[src/rtl/program_loader.sv]
// program_loader: boot-time loader that streams a big-endian, length-prefixed
// instruction image from the UART into instruction memory. The CPU is held in
// reset until the whole image has been written.
// Optional feature macro: LOADER_CHECKSUM_EN. When it is defined, a trailing
// XOR checksum byte must match the payload before the CPU is released.
module program_loader #(
   parameter int ADDR_WIDTH = 10
) (
   input  logic                  clk,
   input  logic                  xreset,
   input  logic [7:0]            rx_data,
   input  logic                  rx_valid,
   output logic                  imem_we,
   output logic [ADDR_WIDTH-1:0] imem_addr,
   output logic [31:0]           imem_wdata,
   output logic                  cpu_xreset,
   output logic                  loading,
   output logic                  done,
   output logic                  error
);

   typedef enum logic [2:0] {
      ST_LEN   = 3'd0,
      ST_DATA  = 3'd1,
      ST_DRAIN = 3'd2,
`ifdef LOADER_CHECKSUM_EN
      ST_CHECK = 3'd3,
`endif
      ST_RUN   = 3'd4,
      ST_ERROR = 3'd5
   } state_t;

   // Largest legal word count; 33 bits so ADDR_WIDTH up to 32 still fits.
   localparam logic [32:0] MAX_WORDS = 33'd1 << ADDR_WIDTH;

   state_t                state_r;
   logic [1:0]            byte_cnt_r;
   logic [23:0]           asm_r;        // first three bytes of the word in flight
   logic [31:0]           len_r;
   logic [ADDR_WIDTH:0]   word_idx_r;
   logic                  imem_we_r;
   logic [ADDR_WIDTH-1:0] imem_addr_r;
   logic [31:0]           imem_wdata_r;
   logic                  cpu_xreset_r;
   logic                  loading_r;
   logic                  done_r;
   logic                  error_r;
`ifdef LOADER_CHECKSUM_EN
   logic [7:0]            csum_r;
`endif

   logic [31:0] word_s;
   logic        byte_last_s;
   logic        len_too_big_s;
   logic [32:0] next_idx_s;
   logic        last_word_s;

   assign word_s        = {asm_r, rx_data};
   assign byte_last_s   = (byte_cnt_r == 2'd3);
   assign len_too_big_s = ({1'b0, word_s} > MAX_WORDS);
   assign next_idx_s    = 33'(word_idx_r) + 33'd1;
   assign last_word_s   = (next_idx_s == {1'b0, len_r});

   assign imem_we    = imem_we_r;
   assign imem_addr  = imem_addr_r;
   assign imem_wdata = imem_wdata_r;
   assign cpu_xreset = cpu_xreset_r;
   assign loading    = loading_r;
   assign done       = done_r;
   assign error      = error_r;

   // Load sequencer: byte assembly, memory write strobes and CPU release.
   always_ff @(posedge clk or negedge xreset) begin
      if (!xreset) begin
         state_r      <= ST_LEN;
         byte_cnt_r   <= 2'd0;
         asm_r        <= 24'd0;
         len_r        <= 32'd0;
         word_idx_r   <= '0;
         imem_we_r    <= 1'b0;
         imem_addr_r  <= '0;
         imem_wdata_r <= 32'd0;
         cpu_xreset_r <= 1'b0;
         loading_r    <= 1'b1;
         done_r       <= 1'b0;
         error_r      <= 1'b0;
`ifdef LOADER_CHECKSUM_EN
         csum_r       <= 8'h00;
`endif
      end else begin
         imem_we_r <= 1'b0;
         case (state_r)
            ST_LEN: begin
               if (rx_valid) begin
                  asm_r      <= word_s[23:0];
                  byte_cnt_r <= byte_cnt_r + 2'd1;
                  if (byte_last_s) begin
                     len_r      <= word_s;
                     word_idx_r <= '0;
`ifdef LOADER_CHECKSUM_EN
                     csum_r     <= 8'h00;
`endif
                     if (word_s == 32'd0) begin
                        state_r <= ST_DRAIN;
                     end else if (len_too_big_s) begin
                        state_r   <= ST_ERROR;
                        loading_r <= 1'b0;
                        error_r   <= 1'b1;
                     end else begin
                        state_r <= ST_DATA;
                     end
                  end
               end
            end
            ST_DATA: begin
               if (rx_valid) begin
                  asm_r      <= word_s[23:0];
                  byte_cnt_r <= byte_cnt_r + 2'd1;
`ifdef LOADER_CHECKSUM_EN
                  csum_r     <= csum_r ^ rx_data;
`endif
                  if (byte_last_s) begin
                     imem_we_r    <= 1'b1;
                     imem_addr_r  <= word_idx_r[ADDR_WIDTH-1:0];
                     imem_wdata_r <= word_s;
                     word_idx_r   <= next_idx_s[ADDR_WIDTH:0];
                     if (last_word_s) begin
                        state_r <= ST_DRAIN;
                     end
                  end
               end
            end
            ST_DRAIN: begin
`ifdef LOADER_CHECKSUM_EN
               state_r <= ST_CHECK;
`else
               state_r      <= ST_RUN;
               cpu_xreset_r <= 1'b1;
               loading_r    <= 1'b0;
               done_r       <= 1'b1;
`endif
            end
`ifdef LOADER_CHECKSUM_EN
            ST_CHECK: begin
               if (rx_valid) begin
                  loading_r <= 1'b0;
                  if (rx_data == csum_r) begin
                     state_r      <= ST_RUN;
                     cpu_xreset_r <= 1'b1;
                     done_r       <= 1'b1;
                  end else begin
                     state_r <= ST_ERROR;
                     error_r <= 1'b1;
                  end
               end
            end
`endif
            ST_RUN: begin
               state_r <= ST_RUN;
            end
            ST_ERROR: begin
               state_r <= ST_ERROR;
            end
            default: begin
               // Unreachable encoding: fail safe with the CPU held in reset.
               state_r      <= ST_ERROR;
               cpu_xreset_r <= 1'b0;
               loading_r    <= 1'b0;
               done_r       <= 1'b0;
               error_r      <= 1'b1;
            end
         endcase
      end
   end

endmodule

[config.mk]
export PLATFORM = sky130hd
export DESIGN_NAME = program_loader
export DESIGN_NICKNAME = d
export VERILOG_FILES = /design/src/rtl/program_loader.sv
export SDC_FILE = /design/constraint.sdc
export NUM_CORES = 1
export LEC_CHECK = 0
export CAP_MARGIN = 20
export CORE_ASPECT_RATIO = 0.8
export CORE_UTILIZATION = 54
export DETAILED_ROUTE_END_ITERATION = 6
export PLACE_DENSITY = 0.77
export SETUP_SLACK_MARGIN = 0.4
export SYNTH_ARGS = -nofsm -noshare
export SYNTH_HDL_FRONTEND = slang
export SYNTH_SLANG_ARGS = --single-unit
[constraint.sdc]
create_clock -name clk -period 3 [get_ports clk]
set_clock_uncertainty 0.1 [all_clocks]
set_input_delay 0.45 -clock clk [delete_from_list [all_inputs] [get_ports clk]]
set_output_delay 0.45 -clock clk [all_outputs]
set_load 0.03 [all_outputs]
# Word-level counts from Yosys, hierarchy flattened
# Cells that the tools add are included.
dict set report word_totals {
  register_bits 118
  input_bits 11
  output_inout_bits 47
}
dict set report op_classes {
  addsub 2
  n_lt_le_gt_ge 1
  eq_ne 13
  n_mux 27
  bitwise_logic 2
  n_reduce_logical 15
}
# cell n
set ops {}
lappend ops {{$mux 11} 4}
lappend ops {{$eq 12x32->1} 1}
lappend ops {{$gt 32x11->1 const B} 1}
lappend ops {{$logic_not 32->1} 1}
lappend ops {{$pmux 11 s2} 1}
lappend ops {{$mux 3} 7}
lappend ops {{$reduce_and 5->1} 4}
lappend ops {{$ne 2x2->1 const B} 7}
lappend ops {{$add 11x1->12 const B} 1}
lappend ops {{$mux 1} 11}
lappend ops {{$pmux 3 s3} 1}
lappend ops {{$reduce_or 4->1} 2}
lappend ops {{$eq 3x3->1 const B} 2}
lappend ops {{$pmux 1 s2} 3}
lappend ops {{$reduce_and 3->1} 2}
lappend ops {{$reduce_or 2->1} 2}
lappend ops {{$eq 3x1->1 const B} 1}
lappend ops {{$eq 3x2->1 const B} 1}
lappend ops {{$logic_not 3->1} 1}
lappend ops {{$reduce_or 3->1} 1}
lappend ops {{$add 2x1->2 const B} 1}
lappend ops {{$eq 2x2->1 const B} 1}
lappend ops {{$not 1->1} 2}
lappend ops {{$reduce_and 2->1} 1}
lappend ops {{$reduce_bool 2->1} 1}

# Longest topological paths before layout
# Gate-level depths: netlist of the first run.
dict set report depth {
  ltp_word 6
  depth_mapped 7
  mapped_depth_nobuf 6
}

# Worst setup path after synthesis of the first run
# OpenSTA, ideal clock, no wires.
dict set report synth_path {
  kind {register to register}
  start {register word_idx_r[0]}
  end {register state_r[0]}
  setup_time_ns 0.124
  arrival_ns 1.675
  required_time_ns 2.776
  path_slack_ns 1.101
  path_stages_with_launch 7
  path_buffers 0
  path_cell_list {dfrtp_1 ha_1 nand3_1 nor4_2 xnor2_1 nand3_1 o31a_1}
}
dict set report synth_between {
  elab_chain_cells 4
}
# item line
set synth_lines {}
lappend synth_lines {{from (decl)} 40} ;# logic [ADDR_WIDTH:0] word_idx_r;
lappend synth_lines {{from (signal assigned)} 126} ;# word_idx_r <= next_idx_s[ADDR_WIDTH:0];
lappend synth_lines {{$add 11x1->12} 61} ;# assign next_idx_s = 33'(word_idx_r) + 33'd1;
lappend synth_lines {{$eq 12x32->1} 62} ;# assign last_word_s = (next_idx_s == {1'b0, len_r});
lappend synth_lines {{$ne 2x2->1 (no source line)} n/a}
lappend synth_lines {{$reduce_and 5->1 (no source line)} n/a}
lappend synth_lines {{to (signal assigned)} 75} ;# state_r <= ST_LEN;
lappend synth_lines {{to (signal assigned)} 104} ;# state_r <= ST_DRAIN;
lappend synth_lines {{to (signal assigned)} 106} ;# state_r <= ST_ERROR;
lappend synth_lines {{to (decl)} 36} ;# state_t state_r;
# Every way passes these cells.
# A chain may end at the register's enable or synchronous reset.

# Worst setup path after layout of the first run
# Ends and elaborated chain as after synthesis.

==> results.toml, run 1 <==
[pwr]
p_leak_nw = 2.79
p_total_mw = 6.22
swShare_pct = 33.6
vdd_drop_max_mv = 0.805
p_comb_share_pct = 32.5
p_int_mw = 4.13
power_frac_clock_pct = 31.5
p_sw_mw = 2.09
powerDensity_nw_per_um2 = 983
p_seq_share_pct = 36.0

[cells_and_area]
syn_to_final_growth_pct = 24.0
layoutNonFillerInstCount = 566
antenna_cells = 0
final_area_um2 = 6330
nets = 451
drive_gt1_share_pct = 32.6
final_common_cell = "dfrtp_1"
nFillCells = 632
most-common-layout-cells = "117 x dfrtp_1, 98 x mux2_2, 56 x clkdlybuf4s50_1"
regArea_um2 = 2950
multi_input_area_um2 = 1980

[global_routing]
antenna_found_initial = 0
grt_max_degree = 50
grt_pass1_wl_mm = 18.0
grtUsageTotal_pct = 24.0
overflow = 0
grt_pass1_vias = 3383

[route]
drtIter0Drc = 170
route.detailed.drc = 0
dr.pass1.iters = 4
drt-met1-wl_mm = 5.07
wl_met3_um = 594
viasPerCell = 5.77
vias = 3267
finalWirelength_mm = 10.6
met2_length_mm = 4.91
highest_layer = "met4"
ant_nets = 0
wire_per_inst_um = 18.8

[sta]
worst_slew_pin_slew_ps = 633
setup_viol = 0
fin_setup_tns_ps = 0
clock.fmax_ghz = 0.441
slew_headroom_pct = 57.8
period_minus_slack_ps = 2270
rsz0062_at_grt = "false"
finalCritPeriodShare_pct = 75.6
drv_slew = 0
final_hold_viol_count = 0
fin_hold_ws_ps = 370

[clock_tree]
clk-insertion-delay-late_ps = 400
cts-root-buf = "clkbuf_16"
htreeDepth = 4
numCtsBuffers = 17
cts-resized-gates = 0
cts_buffer_depth = 2
clock-sinks = 118
cts_tree = "built"
clk_pin_slew_worst_paths_ps = 50

[synth]
synth_cells = 375
synth_top_family_by_area = "multiplexers"
synth_area_um2 = 5100
synth_xor_area_share_pct = 2.57
yosysSeqAreaShare_pct = 57.9
ys_seq_elements = 118
synth-simple-area-share_pct = 8.53
syn_nets = 388
synth_compound_area_share_pct = 4.73
synthMuxAreaShare_pct = 22.4
syn_avg_cell_area_um2 = 13.6
yosys.cell_types.count = 49
yosys_warnings = 0
async_flop_share_pct = 100
synth_edf_count = 0
synth_top_flop_cell = "dfrtp_1"
synthAdderAreaFrac_pct = 0.490

[die]
io_pins = 58
rows = 31
dieWidth_um = 111
initial_core_util_pct = 56.0
die_y_um = 89.0
core_area_um2 = 9110
dieArea_um2 = 9850

[setup_path]
cp_slowest_stage_delay_ps = 520
worstSetupPathType = "reg2reg"
crit_fanout = 8
crit_arrival_ps = 2450
worstPathCellList = "ha_1 -> and4_1 -> nand4_1 -> xnor2_1 -> nand3_1 -> o31a_1"
cp_data_required_time_ps = 3180
crit_path_top_delay_cell = "dfrtp_1"
start_kind = "register"
end_kind = "register"

[placement]
dpl_cell_area_um2 = 5740
io_buffers = 57
hpwl_mm = 7.03
dp.cells = 533
place_congestion = 0.817

[run_status]
outcome = "finished clean"

[hold_path]
holdCritPathClass = "reg2reg"

[run]
maxCapViolCount = 0
## per-layer routing
layer	track usage, %	vias up
met5	0	-
met4	7.03	0
met3	6.98	6
met2	36.5	89
met1	33.9	1679
li1	-	1493
## repair_timing
item / CTS / global route
hold endpoints to repair: 32 / 0
setup buffers: 0 / 0
hold buffers: 1 / 0
## critical path, delay by kind of cell (launching register included)
family | cells | cell delay [ps]
AND/OR/NAND/NOR | 3 | 660
flip-flops | 1 | 520
adder cells (fa/ha/maj) | 1 | 360
AO/OA/AOI/OAI | 1 | 280
XOR/XNOR | 1 | 230
## through the flow
step / util (%) / setup WS [ps]
floorplan: - / 1100
global placement: 63.0 / 689
detailed placement: 63.0 / 606
CTS: 69.4 / 753
global route: 69.4 / 576
finish: 69.4 / 731
## path summary, 6_finish.rpt
| check | cells past startpoint | to | from | slack (ps) |
|---|---|---|---|---|
| worst min-delay path | 1 | byte_cnt_r[0]$_DFFE_PN0P_ | byte_cnt_r[0]$_DFFE_PN0P_ | 370 |
| max in group asynchronous | 3 | imem_wdata[27]$_DFFE_PN0P_ | xreset | 1490 |
| worst min register to register | 1 | byte_cnt_r[0]$_DFFE_PN0P_ | byte_cnt_r[0]$_DFFE_PN0P_ | 370 |
| worst max-delay path | 6 | state_r[0]$_DFFE_PN0P_ | word_idx_r[0]$_DFFE_PN0P_ | 730 |
| min in group asynchronous | 2 | imem_wdata[2]$_DFFE_PN0P_ | xreset | 520 |
| worst max register to register | 6 | state_r[0]$_DFFE_PN0P_ | word_idx_r[0]$_DFFE_PN0P_ | 730 |
## logic make-up after synthesis
| group | count (synthesis) |
|---|---|
| compound gates | 35 |
| buf+inv | 25 |
| simple gates | 78 |
| mux | 102 |
| fa+ha+maj | 2 |
| flops | 118 |
| xor+xnor | 15 |
## power by group through the flow
stage                     Combinational (mW)  Clock (mW)  Sequential, mW
after floorplan                        0.748           0            2.73
after global placement                  1.98           0            2.24
after detailed placement                2.02           0            2.26
after CTS                               2.04        1.99            2.24
after global routing                    2.15        2.07            2.29
final                                   2.02        1.96            2.24
## sequential cells by signal (all words and copies together) (netlist names)
| signal | flops |
|---|---|
| len_r | 32 |
| done | 1 |
| imem_wdata | 32 |
| state_r | 3 |
| error | 1 |
| loading | 1 |
| word_idx_r | 11 |
| imem_addr | 10 |
| imem_we | 1 |
| byte_cnt_r | 2 |
| asm_r | 24 |
## layout make-up
type                       instances  share of cell area (%)
sequential                       118                    46.7
timing repair buffer              65                    10.4
clock buffer                      18                    6.78
tap                              115                    2.27
multi-input combinational        232                    31.3
clock inverter                    14                    2.41
inverter                           4                   0.237
## synthesized netlist by cell type, drive strengths merged, types with 2 or more instances
cell | instances | area share [%]
nor3 | 8 | 0.78
clkbuf | 2 | 0.34
mux2i | 4 | 0.78
xnor2 | 8 | 1.4
a211o | 2 | 0.34
dfrtp | 117 | 57
and4 | 2 | 0.37
a21o | 2 | 0.29
nand2 | 19 | 1.4
o21ai | 13 | 1.3
nand4 | 5 | 0.74
a22o | 3 | 0.51
ha | 2 | 0.49
nor4 | 16 | 2.1
o22ai | 2 | 0.25
nand3 | 8 | 0.88
xor2 | 7 | 1.2
nor2 | 10 | 0.78
a21oi | 5 | 0.56
mux2 | 98 | 22
nor2b | 2 | 0.25
buf | 19 | 2.8
inv | 4 | 0.29
No activity file was read; power rests on OpenSTA's default activity.
==> inputs of run 2 (changes only) <==
==> constraint.sdc (replaced) <==
create_clock -name clk -period 2.1 [get_ports clk]
set_clock_uncertainty 0.1 [all_clocks]
set_input_delay 0.315 -clock clk [delete_from_list [all_inputs] [get_ports clk]]
set_output_delay 0.315 -clock clk [all_outputs]
set_load 0.03 [all_outputs]
==> run 2 against run 1 <==
  * Utilization up 14 points
  * Highest routed layer unchanged
  * Critical path type unchanged
  * Via count up 21%
  * Sequential power up 47%
==> results.toml, run 2 (synthesis gave the netlist of run 1 again) <==
[run_status]
outcome = "finished clean"

[route]
route.detailed.drc = 0
dr.pass1.iters = 5
wire_per_inst_um = 25.8
drtIter0Drc = 318
ant_nets = 0
finalWirelength_mm = 16.3
viasPerCell = 6.25
vias = 3951

[setup_path]
worstPathCellList = "nor4_1 -> nand3_2 -> nor4_4 -> nand3_2 -> o31a_1"
crit_path_top_delay_cell = "nor4_1"
start_kind = "register"
crit_top_cell = "nand3_2"
crit_fanout = 2
cp_data_required_time_ps = 2300
cp_slowest_stage_delay_ps = 530
crit_buf_inv = 0
crit_arrival_ps = 2200
r2r_start = "len_r[13]$_DFFE_PN0P_"
end_kind = "register"
worstSetupPathType = "reg2reg"
cp_top_family = "simple AND/OR/NAND/NOR gates"
critPathLaunch = "len_r[13]$_DFFE_PN0P_"

[sta]
period_minus_slack_ps = 2010
setup_ws_ps = 92.8
slew_headroom_pct = 60.7
rsz0062_at_grt = "true"
worst_slew_pin_slew_ps = 589
clock.fmax_ghz = 0.498
finalCritPeriodShare_pct = 95.6
fin_setup_tns_ps = 0
fin_hold_ws_ps = 353
setup_viol = 0
final_hold_viol_count = 0
drv_slew = 0

[placement]
place_congestion = 0.849
dp.cells = 552
dp_worst_setup_slack_ps = -61.1
io_buffers = 57
hpwl_mm = 7.47
dpl_cell_area_um2 = 6040

[global_routing]
grtUsageTotal_pct = 30.6
met3_usage_pct = 6.37
grt-busiest-layer = "met2"
grt_use_met2_pct = 50.3
globalRouteMet1Util_pct = 40.8
grt_max_degree = 51
grt_pass1_wl_mm = 22.4
antenna_found_initial = 0
overflow = 0
grt_pass1_vias = 3919

[clock_tree]
clock-sinks = 118
htreeDepth = 4
cts_tree = "built"
clk-insertion-delay-late_ps = 420
numCtsBuffers = 17
cts-root-buf = "clkbuf_16"
clk_pin_slew_worst_paths_ps = 50
cts_buffer_depth = 2

[die]
io_pins = 58
core_area_um2 = 9110
rows = 31
dieArea_um2 = 9850
die_y_um = 89.0
dieWidth_um = 111
initial_core_util_pct = 56.0

[cells_and_area]
regArea_um2 = 2970
nFillCells = 385
antenna_cells = 0
syn_to_final_growth_pct = 49.6
layoutNonFillerInstCount = 632
most-common-layout-cells = "104 x dfrtp_1, 72 x mux2_4, 46 x dlygate4sd2_1"
drive_gt1_share_pct = 50.3
final_area_um2 = 7640
final_common_cell = "dfrtp_1"
fin_util_pct = 83.8
multi_input_area_um2 = 2530
nets = 518

[pwr]
powerDensity_nw_per_um2 = 1310
vdd_drop_max_mv = 1.05
p_leak_nw = 3.57
p_total_mw = 10.0

[run]
maxCapViolCount = 0

[hold_path]
holdCritPathClass = "in2async"
==> run 2: cell count changes in the layout (fill, tap and decap cells not counted), moves of 13 or more <==
| cell | before | now |
|---|---|---|
| buf_4 | 6 | 41 |
| buf_6 | 0 | 14 |
| clkdlybuf4s50_1 | 56 | 9 |
| dfrtp_1 | 117 | 104 |
| dfrtp_2 | 0 | 13 |
| dlygate4sd2_1 | 0 | 46 |
| mux2_2 | 98 | 26 |
| mux2_4 | 0 | 72 |
==> run 2: final cells by class <==
| type | instances | area share [%] |
|---|---|---|
| clock inverter | 12 | 1.38 |
| tap | 115 | 1.88 |
| clock buffer | 19 | 5.80 |
| sequential | 118 | 38.9 |
| inverter | 4 | 0.197 |
| multi-input combinational | 232 | 33.2 |
| timing repair buffer | 132 | 18.6 |
==> run 2: power breakdown <==
part           total [mW]  switching (mW)  leakage, nW  internal, mW
clock                2.76            1.12        0.257          1.65
combinational        3.95            1.99         1.89          1.96
sequential           3.29           0.483         1.42          2.81
total                10.0            3.59         3.57          6.42
==> run 2: layer usage <==
metal / vias to the layer above / wire length, um
met3: 45 / 1080
met1: 2044 / 6900
met5: - / 0
met4: 0 / 454
li1: 1631 / -
met2: 231 / 7900
==> run 2: final timing paths <==
check / endpoint / slack [ps] / cells after the start
setup / recovery: state_r[0]$_DFFE_PN0P_ / 90 / 5
max in group asynchronous: asm_r[13]$_DFFE_PN0P_ / 850 / 3
setup reg to reg: state_r[0]$_DFFE_PN0P_ / 90 / 5
hold reg to reg: imem_wdata[28]$_DFFE_PN0P_ / 400 / 1
hold / removal: imem_wdata[2]$_DFFE_PN0P_ / 350 / 2
min in group clk: imem_wdata[28]$_DFFE_PN0P_ / 400 / 1
==> run 2: timing repair <==
action,4_1_cts,5_1_grt
setup endpoints to repair,126,88
pin swaps,15,23
gates resized for setup,125,68
gates cloned,6,2
hold buffers,1,0
setup buffers,30,10
hold endpoints to repair,40,0
==> inputs of run 3 (changes only) <==
--- a/config.mk
+++ b/config.mk
@@ -9,6 +9,7 @@
 export CORE_ASPECT_RATIO = 0.8
 export CORE_UTILIZATION = 54
 export DETAILED_ROUTE_END_ITERATION = 6
+export MAX_ROUTING_LAYER = met4
 export PLACE_DENSITY = 0.77
 export SETUP_SLACK_MARGIN = 0.4
 export SYNTH_ARGS = -nofsm -noshare
==> run 3 against run 2 <==
  * Non-clock buffer count unchanged
  * Die area did not move
  * Hold slack improved by 1.3 ps
  * Setup slack worse by 65 ps
  * Global-route usage up 0.94 points
  * Largest cell class unchanged
==> results.toml, run 3 (synthesis gave the netlist of run 1 again) <==
[setup_path]
worstSetupPathType = "reg2reg"
start_kind = "register"
end_kind = "register"
worstPathCellList = "ha_4 -> nand3_1 -> o21ai_0 -> o211ai_1 -> o31a_1"
cp_data_required_time_ps = 2300
crit_buf_inv = 0
cp_slowest_stage_delay_ps = 460
crit_path_top_delay_cell = "dfrtp_2"
rrSetupSlack_ps = 30
crit_fanout = 5
crit_arrival_ps = 2270
cp_top_family = "compound AO/OA/AOI/OAI gates"

[sta]
rsz0062_at_grt = "true"
fin_hold_ws_ps = 354
finalCritPeriodShare_pct = 98.7
clock.fmax_ghz = 0.483
slew_headroom_pct = 60.5
final_hold_viol_count = 0
fin_setup_tns_ps = 0
period_minus_slack_ps = 2070
drv_slew = 0
setup_viol = 0
worst_slew_pin_slew_ps = 593
setup_ws_ps = 27.9

[cells_and_area]
fin_util_pct = 83.7
nets = 518
layoutNonFillerInstCount = 632
antenna_cells = 0
nFillCells = 386
final_common_cell = "dfrtp_1"
drive_gt1_share_pct = 50.3
final_area_um2 = 7630
most-common-layout-cells = "104 x dfrtp_1, 72 x mux2_4, 46 x dlygate4sd2_1"
syn_to_final_growth_pct = 49.5

[pwr]
powerDensity_nw_per_um2 = 1310
p_leak_nw = 3.57
vdd_drop_max_mv = 1.06
p_total_mw = 10.0

[placement]
dpl_cell_area_um2 = 6040
hpwl_mm = 7.47
io_buffers = 57
dp.cells = 552
dp_worst_setup_slack_ps = -61.1
place_congestion = 0.863

[clock_tree]
clock-sinks = 118
clk_pin_slew_worst_paths_ps = 60
cts_buffer_depth = 2
cts-root-buf = "clkbuf_16"
numCtsBuffers = 17
htreeDepth = 4
clk-insertion-delay-late_ps = 420
cts_tree = "built"

[die]
die_y_um = 89.0
io_pins = 58
core_area_um2 = 9110
rows = 31
initial_core_util_pct = 56.0
dieArea_um2 = 9850
dieWidth_um = 111

[route]
dr.pass1.iters = 5
finalWirelength_mm = 16.0
ant_nets = 0
wire_per_inst_um = 25.3
route.detailed.drc = 0
drtIter0Drc = 331
vias = 3900
viasPerCell = 6.17

[global_routing]
grtUsageTotal_pct = 31.6
grt_pass1_wl_mm = 22.4
overflow = 0
grt_pass1_vias = 3902
grt_max_degree = 51
antenna_found_initial = 0

[run_status]
outcome = "finished clean"

[hold_path]
holdCritPathClass = "in2async"

[run]
maxCapViolCount = 0
run 3: cell counts in the layout (fill, tap and decap cells not counted):
No cell type changed its count.
run 3: final cells by class:
| type | instances | area [um^2] | share of cell area, % |
|---|---|---|---|
| flip-flops and latches | 118 | 2970 | 38.9 |
| multi-input cells | 232 | 2530 | 33.2 |
| repair buffers | 132 | 1420 | 18.6 |
| clock buffers | 19 | 443 | 5.80 |
| well taps | 115 | 144 | 1.89 |
| clock inverters | 12 | 105 | 1.38 |
| inverters | 4 | 15.0 | 0.197 |
run 3: metal layers:
layer,up-vias,global-route usage [%],wire length (um)
met3,54,5.36,1150
met5,-,-,0
met1,1984,41.4,6810
li1,1625,-,-
met2,237,50.3,7560
met4,0,11.8,476
run 3: timing repair:
| item | in CTS | in global routing |
|---|---|---|
| gates cloned | 6 | 2 |
| hold buffers | 1 | 0 |
| buffers inserted | 30 | 10 |
| endpoints found under the hold margin | 40 | 0 |
| pin swaps | 15 | 22 |
| setup endpoints to repair | 126 | 88 |
| resized for setup | 125 | 67 |
run 3: report_power, final:
part           total (mW)  switching [mW]  internal, mW  leakage (nW)
combinational        3.94            1.99          1.95          1.89
clock                2.77            1.13          1.65         0.257
sequential           3.29           0.479          2.81          1.42
run 3: final timing paths:
kind	from	endpoint	cells past startpoint
max	word_idx_r[0]$_DFFE_PN0P_	state_r[0]$_DFFE_PN0P_	5
min	xreset	word_idx_r[7]$_DFFE_PN0P_	2
max reg2reg	word_idx_r[0]$_DFFE_PN0P_	state_r[0]$_DFFE_PN0P_	5
min reg2reg	imem_wdata[28]$_DFFE_PN0P_	imem_wdata[28]$_DFFE_PN0P_	1
max in group asynchronous	xreset	asm_r[13]$_DFFE_PN0P_	3
min in group clk	imem_wdata[28]$_DFFE_PN0P_	imem_wdata[28]$_DFFE_PN0P_	1
run 3: worst reg2reg max path: stages (launching register included):
cell	delay [ps]
dfrtp_2	460
ha_4	190
nand3_1	250
o21ai_0	380
o211ai_1	260
o31a_1	330
